==> config.mk <==
export PLATFORM = sky130hd
export DESIGN_NAME = fofir_tap_sequencer
export DESIGN_NICKNAME = d
export VERILOG_FILES = /design/src/rtl/fofir_pkg.sv /design/src/rtl/fofir_tap_sequencer.sv
export SDC_FILE = /design/constraint.sdc
export NUM_CORES = 1
export LEC_CHECK = 0
export BUFFER_PORTS_ARGS = -buffer_cell sky130_fd_sc_hd__clkbuf_2
export CAP_MARGIN = 30
export CORE_ASPECT_RATIO = 1.4
export CORE_MARGIN = 2
export CORE_UTILIZATION = 40
export CTS_CLUSTER_DIAMETER = 120
export DETAILED_ROUTE_END_ITERATION = 8
export SLEW_MARGIN = 20
export SYNTH_ARGS = -nofsm -noshare
export SYNTH_HDL_FRONTEND = slang
export SYNTH_SLANG_ARGS = --single-unit
==> constraint.sdc <==
create_clock -name clk -period 3.75 [get_ports clk]
set_input_delay 0.1875 -clock clk [delete_from_list [all_inputs] [get_ports clk]]
set_output_delay 0.1875 -clock clk [all_outputs]
set_load 0.01 [all_outputs]
==> src/rtl/fofir_pkg.sv <==
// Shared constants for the FoFIR tap sequencer.
//   MAX_TAPS : number of inputs on the 11:1 tap mux
//   SEL_W    : width of the tap mux select
//   OCNT_W   : width of the output-sample counter
//   IDLE/RUN/HOLD/DONE : sequencer state encoding
package fofir_pkg;

    localparam int MAX_TAPS = 11;
    localparam int SEL_W    = 4;
    localparam int OCNT_W   = 16;

    typedef logic [1:0] seq_state_t;

    localparam seq_state_t IDLE = 2'd0;
    localparam seq_state_t RUN  = 2'd1;
    localparam seq_state_t HOLD = 2'd2;
    localparam seq_state_t DONE = 2'd3;

endpackage

==> src/rtl/fofir_tap_sequencer.sv <==
// Tap sequencer for the FoFIR 11:1 tap mux and its accumulator.
// Steps tap_sel through 0..taps-1 (one tap per in_valid beat), presents
// result_valid until out_ready, repeats for num_outputs samples, pulses done.
//
// Ports:
//   clk, rst_n              clock, async active-low reset
//   start, abort            job request (IDLE only) / synchronous abort
//   cfg_num_taps/outputs    job config, latched on an accepted start
//   in_valid, out_ready     tap beat available / consumer takes the result
//   busy, tap_sel           job in progress / registered mux select
//   acc_en, acc_first       accumulate strobe / load-instead-of-add qualifier
//   result_valid/last       finished sample / final sample of the job
//   done, cfg_err           one-cycle pulses: job complete / start rejected
//
// state | meaning
// ------+-----------------------------------------------------------
// IDLE  | waiting for start; validates config
// RUN   | stepping taps, one per in_valid beat
// HOLD  | sample finished, waiting for out_ready
// DONE  | one-cycle done pulse, then IDLE
module fofir_tap_sequencer
    import fofir_pkg::*;
(
    input  logic              clk,
    input  logic              rst_n,
    input  logic              start,
    input  logic              abort,
    input  logic [SEL_W-1:0]  cfg_num_taps,
    input  logic [OCNT_W-1:0] cfg_num_outputs,
    input  logic              in_valid,
    input  logic              out_ready,
    output logic              busy,
    output logic [SEL_W-1:0]  tap_sel,
    output logic              acc_en,
    output logic              acc_first,
    output logic              result_valid,
    output logic              result_last,
    output logic              done,
    output logic              cfg_err
);

    localparam logic [SEL_W-1:0] MAX_TAPS_SEL = SEL_W'(MAX_TAPS);

    seq_state_t        state, state_nxt;
    logic [SEL_W-1:0]  tap_cnt, tap_cnt_nxt;
    logic [OCNT_W-1:0] out_cnt, out_cnt_nxt;
    logic [SEL_W-1:0]  taps_q, taps_nxt;
    logic [OCNT_W-1:0] outs_q, outs_nxt;
    logic              cfg_err_nxt;
    logic              cfg_ok;
    logic              last_tap;
    logic              last_out;

    assign cfg_ok   = (cfg_num_taps != '0) && (cfg_num_taps <= MAX_TAPS_SEL)
                      && (cfg_num_outputs != '0);
    // latched values are never 0 inside a job, so the minus-one cannot wrap
    assign last_tap = (tap_cnt == taps_q - SEL_W'(1));
    assign last_out = (out_cnt == outs_q - OCNT_W'(1));

    // tap_cnt is forced to 0 on every exit from RUN, so it doubles as the
    // registered mux select and is 0 whenever not in RUN
    assign tap_sel = tap_cnt;

    always_ff @(posedge clk or negedge rst_n) begin
        if (!rst_n) begin
            state   <= IDLE;
            tap_cnt <= '0;
            out_cnt <= '0;
            taps_q  <= '0;
            outs_q  <= '0;
            cfg_err <= 1'b0;
        end else begin
            state   <= state_nxt;
            tap_cnt <= tap_cnt_nxt;
            out_cnt <= out_cnt_nxt;
            taps_q  <= taps_nxt;
            outs_q  <= outs_nxt;
            cfg_err <= cfg_err_nxt;
        end
    end

    always_comb begin
        state_nxt    = state;
        tap_cnt_nxt  = tap_cnt;
        out_cnt_nxt  = out_cnt;
        taps_nxt     = taps_q;
        outs_nxt     = outs_q;
        cfg_err_nxt  = 1'b0;
        busy         = 1'b0;
        acc_en       = 1'b0;
        acc_first    = 1'b0;
        result_valid = 1'b0;
        result_last  = 1'b0;
        done         = 1'b0;

        case (state)
            IDLE: begin
                if (start) begin
                    if (cfg_ok) begin
                        state_nxt   = RUN;
                        taps_nxt    = cfg_num_taps;
                        outs_nxt    = cfg_num_outputs;
                        tap_cnt_nxt = '0;
                        out_cnt_nxt = '0;
                    end else begin
                        cfg_err_nxt = 1'b1;
                    end
                end
            end
            RUN: begin
                busy      = 1'b1;
                acc_en    = in_valid;
                acc_first = in_valid && (tap_cnt == '0);
                if (in_valid) begin
                    if (last_tap) begin
                        tap_cnt_nxt = '0;
                        state_nxt   = HOLD;
                    end else begin
                        tap_cnt_nxt = tap_cnt + SEL_W'(1);
                    end
                end
            end
            HOLD: begin
                busy         = 1'b1;
                result_valid = 1'b1;
                result_last  = last_out;
                if (out_ready) begin
                    if (last_out) begin
                        state_nxt = DONE;
                    end else begin
                        out_cnt_nxt = out_cnt + OCNT_W'(1);
                        state_nxt   = RUN;
                    end
                end
            end
            DONE: begin
                busy        = 1'b1;
                done        = 1'b1;
                out_cnt_nxt = '0;
                state_nxt   = IDLE;
            end
            default: state_nxt = IDLE;
        endcase

        // abort beats any simultaneous beat, handshake or start
        if (abort && (state != IDLE)) begin
            state_nxt   = IDLE;
            tap_cnt_nxt = '0;
            out_cnt_nxt = '0;
        end
    end

endmodule

After elaboration in Yosys (flattened, before gate mapping)
Cells that the tools add are included.

storage, ports and cells
  register bits after elaboration = 43
  input bits = 26
  word-level logic and storage cells = 67

operators by class
  add/sub/neg operators = 4
  $lt $le $gt $ge = 1
  equality and inequality tests = 11
  muxes and demuxes = 29
  reduce and logical (&&, ||, !) cells = 16

operators by type and width
  operator                 number
  $mux W16                 5
  $pmux W16 S3             1
  $mux W4                  5
  $ne A3 B3 Y1 const B     6
  $add A16 B1 Y16 const B  1
  $eq A16 B16 Y1           1
  $reduce_bool A16 Y1      1
  $sub A16 B1 Y16 const B  1
  $mux W2                  7
  $reduce_and A5 Y1        2
  $mux W1                  9
  $pmux W2 S4              1
  $pmux W4 S2              1
  $reduce_bool A4 Y1       2
  $add A4 B1 Y4 const B    1
  $eq A2 B2 Y1 const B     2
  $eq A4 B4 Y1             1
  $le A4 B4 Y1 const B     1
  $logic_and A1 B1 Y1      4
  $logic_not A4 Y1         1
  $reduce_and A4 Y1        1
  $sub A4 B1 Y4 const B    1
  $reduce_and A3 Y1        1
  $reduce_bool A3 Y1       1
  4 further kinds          4

Longest topological paths before layout
Gate-level depths: netlist of run 1.

  depth in word-level cells = 7
  depth in mapped cells = 14

Least setup slack after synthesis of run 1
No wires, ideal clock.

  path kind = register to register
  start point = register outs_q[0]
  end point = register out_cnt[10]
  library setup time = 0.090 ns
  arrival time = 2.792 ns
  required time = 3.660 ns
  setup slack = 0.869 ns
  stages on the path, launching flop included = 15
  buffers on the path = 4
  period minus slack after synthesis = 2.881 ns
  cell sequence = dfrtp_1 > clkbuf_1 > inv_1 > ha_1 > buf_2 > nor4b_4 > a31oi_1 > o211a_1 > nor4_4 > nor4_2 > o22a_2 > or2_1 > buf_6 > buf_8 > o31ai_4

on the way
  cells in the longest elaborated chain, start to end = 4

RTL lines
  element                      line                       RTL
  start: declaration           fofir_tap_sequencer.sv:48  logic [OCNT_W-1:0] outs_q, outs_nxt;
  start signal: assignment     fofir_tap_sequencer.sv:77  outs_q <= outs_nxt;
  $sub A16 B1 Y16              fofir_tap_sequencer.sv:58  assign last_out = (out_cnt == outs_q - OCNT_W'(1));
  $eq A16 B16 Y1               fofir_tap_sequencer.sv:58
  $ne A3 B3 Y1 (no line)       -
  $reduce_and A5 Y1 (no line)  -
  end signal: assignment       fofir_tap_sequencer.sv:75  out_cnt <= out_cnt_nxt;
  end: declaration             fofir_tap_sequencer.sv:46  logic [OCNT_W-1:0] out_cnt, out_cnt_nxt;

Every way passes these cells.
A chain may end at the register's enable or synchronous reset.

Worst setup path in the final report of run 1
  start point = register outs_q[0]
  end point = register out_cnt[11]

Same word-level chain as after synthesis.

==> impl_metrics.yaml, run 1 <==
critical_path:
  path_buf_inv: 2
  crit_chain: "inv_1 > ha_1 > nor4b_4 > nand3_1 > nor4b_1 > nor4_4 > nor4_2 > o22a_2 > or2_1 > buf_4 > o31ai_1"
  regToRegEndpoint: "out_cnt[11]"
  arrival_ns: 3.52
  cp-startpoint: "outs_q[0]"
  crit_slowest_cell: "dfrtp_1"
  critical_path.top_delay_family: "simple AND/OR/NAND/NOR gates"
  crit_path_max_fanout: 18
  critPathLaunchType: "register"
  path_class: "reg -> reg"
  cp-end-kind: "register"
  r2r_slack_ns: 0.41
  r2r_start: "outs_q[0]"
  required_ns: 3.93
  r2r_cells: 11
  critPathMaxStageDelay_ns: 0.47
clock_tree:
  cts_resized: 0
  clock_latency_ns: 0.30
  cts_buffers: 5
  clkTransAtPathRegs_ns: 0.08
  numClockSinks: 43
  h-tree-depth: 2
  clockBufferDepth: 2
  cts-root-buf: "clkbuf_8"
  cts_tree: "built"
yosys:
  synth_most_common_cell: "dfrtp_1"
  synth_area_sq_mm: 0.00298
  synth-seq-cells: 43
  synth_edf_count: 0
  synthFlopType: "dfrtp_1"
  yosysTopAreaCell: "dfrtp_1"
  syn_nets: 355
  ys_top_cells_by_count: "dfrtp_1, o21ai_0, nor2_1"
  async_reset_ff_share_pct: 100
  synth.yosys.warnings: 0
  synth_top_area_share_pct: 36.1
  ys_seq_area_share_pct: 36.1
  avgSynthCellArea_sq_um: 9.31
  synth_cell_types: 59
  synthCells: 320
  synth_area_leaders: "dfrtp_1, mux2_2, o21ai_0, ha_1, xor2_1"
route:
  wire_per_inst_um: 15.9
  first_pass_iters: 4
  drc: 0
  vias: 2524
  ant_nets: 0
  vias_per_cell: 5.56
  drtIter0Drc: 156
  wirelength_mm: 7.20
sta:
  final-hold-violation-count: 0
  setup_violations: 0
  fmax_ghz: 0.299
  slew_viol_final: 0
  rsz0062_at_grt: "no"
  max_slew_margin_pct: 41.0
  min_period_over_period_pct: 89.1
  timing.hold.ws_ns: 0.0995
  finalCriticalPeriod_ns: 3.34
  fin_skew_ns: 0.00574
  tightestPinTransition_ns: 0.882
  setup_tns_ns: 0
  worst_slack_ns: 0.409
power_and_ir_drop:
  p_int_mw: 1.25
  p_sw_share_pct: 43.4
  power_frac_comb_pct: 47.6
  p_seq_share_pct: 37.5
  power.share.clock_pct: 14.9
  p_sw_uw: 958
  p_leak_nw: 1.48
  total_power_mw: 2.21
  ir_drop_mv: 0.359
  power.density_mw_per_mm2: 657
floorplanning:
  dieArea_sq_mm: 0.00816
  io_pins: 37
  die_x_um: 76.9
  start_util_pct: 41.0
  coreArea_sq_mm: 0.00727
  num_rows: 37
  die_h_um: 106
cells_and_area:
  layout-drive-gt1-share_pct: 22.1
  design_area_sq_mm: 0.00336
  final_core_util_pct: 46.2
  nNetsFinal: 391
  n_antenna_cell: 0
  multi_input_area_sq_mm: 0.00178
  layout.cells.non_filler: 454
  regArea_sq_mm: 0.00108
  fillers: 710
  areaGrowthSynthToFinish_pct: 12.7
global_routing:
  antenna_found_initial: 0
  grt_pass1_wl_mm: 12.5
  overflow: 0
  track_usage_pct: 19.1
  grt_max_degree: 44
  grt_pass1_vias: 2572
place:
  pre_cts_ws_ns: 0.437
  io_buffers: 36
  place_area_sq_mm: 0.00325
  hpwlAfterDp_mm: 5.53
  dpl.cell_count: 445
  gp_congestion: 0.885
flow_run:
  maxCapViolations: 0
outcome:
  outcome: "complete, no violations"
min_path:
  holdPathStages: 3
  worstHoldStart: "start"
  hold_end: "cfg_err"
  min_path_type: "in -> reg"
-- per-layer routing --
layer | wire (um) | vias up | part of all wire, % | track usage, %
li1 | - | 1249 | - | -
met1 | 2970 | 1225 | 41 | 21.7
met2 | 3860 | 42 | 54 | 35.7
met3 | 238 | 8 | 3.3 | 3.06
met4 | 133 | 0 | 1.8 | 6.88
met5 | 0 | - | 0 | 0
-- power groups by stage --
stage	Clock, mW	Sequential [mW]	Combinational [mW]
after floorplan	0	0.752	0.831
after global placement	0	0.833	1.03
after detailed placement	0	0.833	1.05
after CTS	0.337	0.824	1.05
after global routing	0.353	0.855	1.18
final	0.328	0.827	1.05
-- repair_timing --
action | 4_1_cts | 5_1_grt
setup buffers | 0 | 0
hold buffers | 1 | 0
hold endpoints to repair | 43 | 0
-- flip-flops by register name (all words and copies together) (netlist names) --
| register | cells |
|---|---|
| tap_sel | 4 |
| cfg_err | 1 |
| state | 2 |
| outs_q | 16 |
| taps_q | 4 |
| out_cnt | 16 |
-- how the worst max path moves through the flow --
stage,to,cells after the start
final,out_cnt[11],11
after global routing,out_cnt[15],11
after floorplan,out_cnt[10],14
after global placement,out_cnt[15],11
after detailed placement,out_cnt[4],11
after CTS,out_cnt[15],11
-- placed cells by master (no fill, tap or decap), types with 2 or more instances in the layout --
master,n
dfrtp_1,43
clkbuf_2,35
o21ai_0,23
nor2_1,22
mux2_2,21
nand2_1,18
and3_1,15
inv_1,14
xor2_1,12
nand3_1,11
xnor2_1,10
nor4_1,9
o21ai_1,9
nand2b_1,9
ha_1,9
nor3_1,8
a21oi_1,8
clkbuf_8,7
o31ai_1,6
a31oi_1,5
buf_4,5
nor2b_1,4
nand4_1,4
nor4b_1,3
or3_1,3
o31ai_4,3
nor3_2,2
mux2i_1,2
nand4b_1,2
o22ai_1,2
o211ai_1,2
nor3b_1,2
and2_1,2
-- tightest hold or removal path, cell delays in order --
cell and delay (ns):
clkbuf_2 0.09, nand2_1 0.06, a21oi_1 0.04
-- final cells by class --
type | instances | area share, %
flip-flops and latches | 43 | 32.1
well taps | 97 | 3.62
inverters | 14 | 1.57
multi-input cells | 250 | 52.9
clock buffers | 8 | 2.98
repair buffers | 42 | 6.86
-- cells by family (layout without fill, tap and decap cells) --
logic type      Yosys count  in the layout  share of synthesized area, %
compound gates           73             73                          16.8
xor+xnor                 22             22                          6.47
fa+ha+maj                 9              9                          3.78
buf+inv                  27             64                          4.24
flops                    43             43                          36.1
mux                      23             23                          8.61
simple gates            123            123                          24.0
No activity file was read; power rests on OpenSTA's default activity.
==> run 2: changes to the inputs <==
==> constraint.sdc (replaced) <==
create_clock -name clk -period 3 [get_ports clk]
set_input_delay 0.15 -clock clk [delete_from_list [all_inputs] [get_ports clk]]
set_output_delay 0.15 -clock clk [all_outputs]
set_load 0.01 [all_outputs]
==> impl_metrics.yaml, run 2 (synthesis results as in run 1) <==
outcome:
  outcome: "complete, no violations"
floorplanning:
  start_util_pct: 41.0
  num_rows: 37
  die_x_um: 76.9
  coreArea_sq_mm: 0.00727
  die_h_um: 106
  io_pins: 37
  dieArea_sq_mm: 0.00816
sta:
  finalCriticalPeriod_ns: 2.79
  fmax_ghz: 0.359
  final-hold-violation-count: 0
  min_period_over_period_pct: 92.9
  rsz0062_at_grt: "no"
  setup_violations: 0
  setup_tns_ns: 0
  fin_skew_ns: 0.00578
  max_slew_margin_pct: 62.2
  slew_viol_final: 0
  tightestPinTransition_ns: 0.560
clock_tree:
  clkTransAtPathRegs_ns: 0.09
  h-tree-depth: 2
  cts-root-buf: "clkbuf_8"
  clockBufferDepth: 2
  cts_tree: "built"
  clock_latency_ns: 0.30
  cts_buffers: 5
  numClockSinks: 43
flow_run:
  maxCapViolations: 0
cells_and_area:
  n_antenna_cell: 0
  layout.cells.non_filler: 464
  areaGrowthSynthToFinish_pct: 16.7
  design_area_sq_mm: 0.00348
  fillers: 698
  mostFrequentLayoutCells: "dfrtp_1, clkbuf_2, o21ai_0"
  nNetsFinal: 401
  layout-drive-gt1-share_pct: 25.3
  layout_commonest_cell: "dfrtp_1"
  reg_top3: "out_cnt (16), outs_q (16)"
power_and_ir_drop:
  p_seq_share_pct: 34.2
  p_sw_mw: 1.22
  p_sw_share_pct: 41.7
  power_frac_comb_pct: 49.4
  p_int_mw: 1.70
  power.density_mw_per_mm2: 841
  power.share.clock_pct: 16.4
  ir_drop_mv: 0.425
  p_leak_nw: 1.55
  total_power_mw: 2.92
global_routing:
  overflow: 0
  grt_pass1_wl_mm: 12.6
  grt_max_degree: 25
  track_usage_pct: 19.4
  antenna_found_initial: 0
  grt_pass1_vias: 2594
place:
  io_buffers: 36
  gp_congestion: 0.942
  hpwlAfterDp_mm: 5.84
  place_area_sq_mm: 0.00332
  dpl.cell_count: 454
route:
  vias_per_cell: 5.62
  wirelength_mm: 7.41
  drc: 0
  wire_per_inst_um: 16.0
  ant_nets: 0
  first_pass_iters: 4
  vias: 2609
  drtIter0Drc: 138
critical_path:
  r2r_slack_ns: 0.21
  critPathCapture: "out_cnt[3]"
  critical_path.top_delay_family: "compound AO/OA/AOI/OAI gates"
  crit_path_max_fanout: 15
  cp-startpoint: "outs_q[1]"
  required_ns: 3.21
  cp-end-kind: "register"
  path_class: "reg -> reg"
  crit_slowest_cell: "dfrtp_1"
  crit_chain: "inv_1 > ha_1 > nor4b_4 > buf_4 > nand2_1 > o31a_1 > o211ai_1 > nor4_2 > o22a_2 > or2_1 > buf_12 > o31ai_1"
  arrival_ns: 3.00
  critPathMaxStageDelay_ns: 0.40
  crit_cells: 12
  regToRegEndpoint: "out_cnt[3]"
  critPathLaunchType: "register"
  r2r_cells: 12
  r2r_start: "outs_q[1]"
  path_buf_inv: 3
min_path:
  min_path_type: "in -> reg"
run 2: cell count changes in the layout (fill, tap and decap cells not counted), sizes merged:
| cell | before | now |
|---|---|---|
| buf | 5 | 15 |
| bufinv | 0 | 1 |
| clkbuf | 44 | 42 |
| clkinv | 0 | 1 |
run 2: worst min path at each step:
stage	startpoint	endpoint	slack [ns]	depth (start not counted)
6_report	start	cfg_err	0.07	3
4_1_cts	start	cfg_err	0.07	3
5_1_grt	start	cfg_err	0.09	3
3_5_place_dp	rst_n	out_cnt[0]	0.17	1
3_3_place_gp	rst_n	out_cnt[0]	0.16	1
2_1_floorplan	rst_n	cfg_err	-0.15	0
run 2: cell type report:
class | instances | area [sq um] | share of cell area [%]
multi-input cells | 250 | 1790 | 51.6
flip-flops and latches | 43 | 1080 | 30.9
repair buffers | 52 | 315 | 9.07
well taps | 97 | 121 | 3.49
clock buffers | 6 | 82.6 | 2.37
inverters | 14 | 52.6 | 1.51
clock inverters | 2 | 35.0 | 1.01
run 2: worst min-delay path: stages:
cell,delay [ns]
clkbuf_2,0.09
nand2_1,0.06
a21oi_1,0.04
run 2: what timing repair did:
action                                  in CTS  in global routing
hold endpoints to repair                    19                  0
endpoints found under the setup margin       0                 17
buffers inserted                             0                  1
hold buffers                                 1                  0
gates resized for setup                      0                  3
run 2: per-layer routing:
metal	track usage [%]	wire length, um	share of wire, %	up-vias
met5	0	0	0	-
met4	8.05	227	3.1	0
met3	2.38	272	3.7	14
met2	35.2	3910	53	61
met1	22.9	2990	40	1270
li1	-	-	-	1264
run 2: power groups by stage:
stage | Sequential, mW | Clock [mW] | Combinational (mW)
2_1_floorplan | 0.939 | 0 | 1.04
3_3_place_gp | 1.00 | 0 | 1.41
3_5_place_dp | 1.01 | 0 | 1.43
4_1_cts | 0.996 | 0.494 | 1.44
5_1_grt | 1.03 | 0.517 | 1.61
6_report | 0.998 | 0.480 | 1.44
run 2: stage by stage:
stage	utilization (%)	worst slack, ns	hold slack, ns
after detailed placement	45.7	0.131	0.168
final	47.8	0.212	0.0686
after floorplan	-	0.119	-0.146
after global routing	47.8	0.00784	0.0867
after CTS	47.5	0.0996	0.0656
after global placement	45.7	0.254	0.163
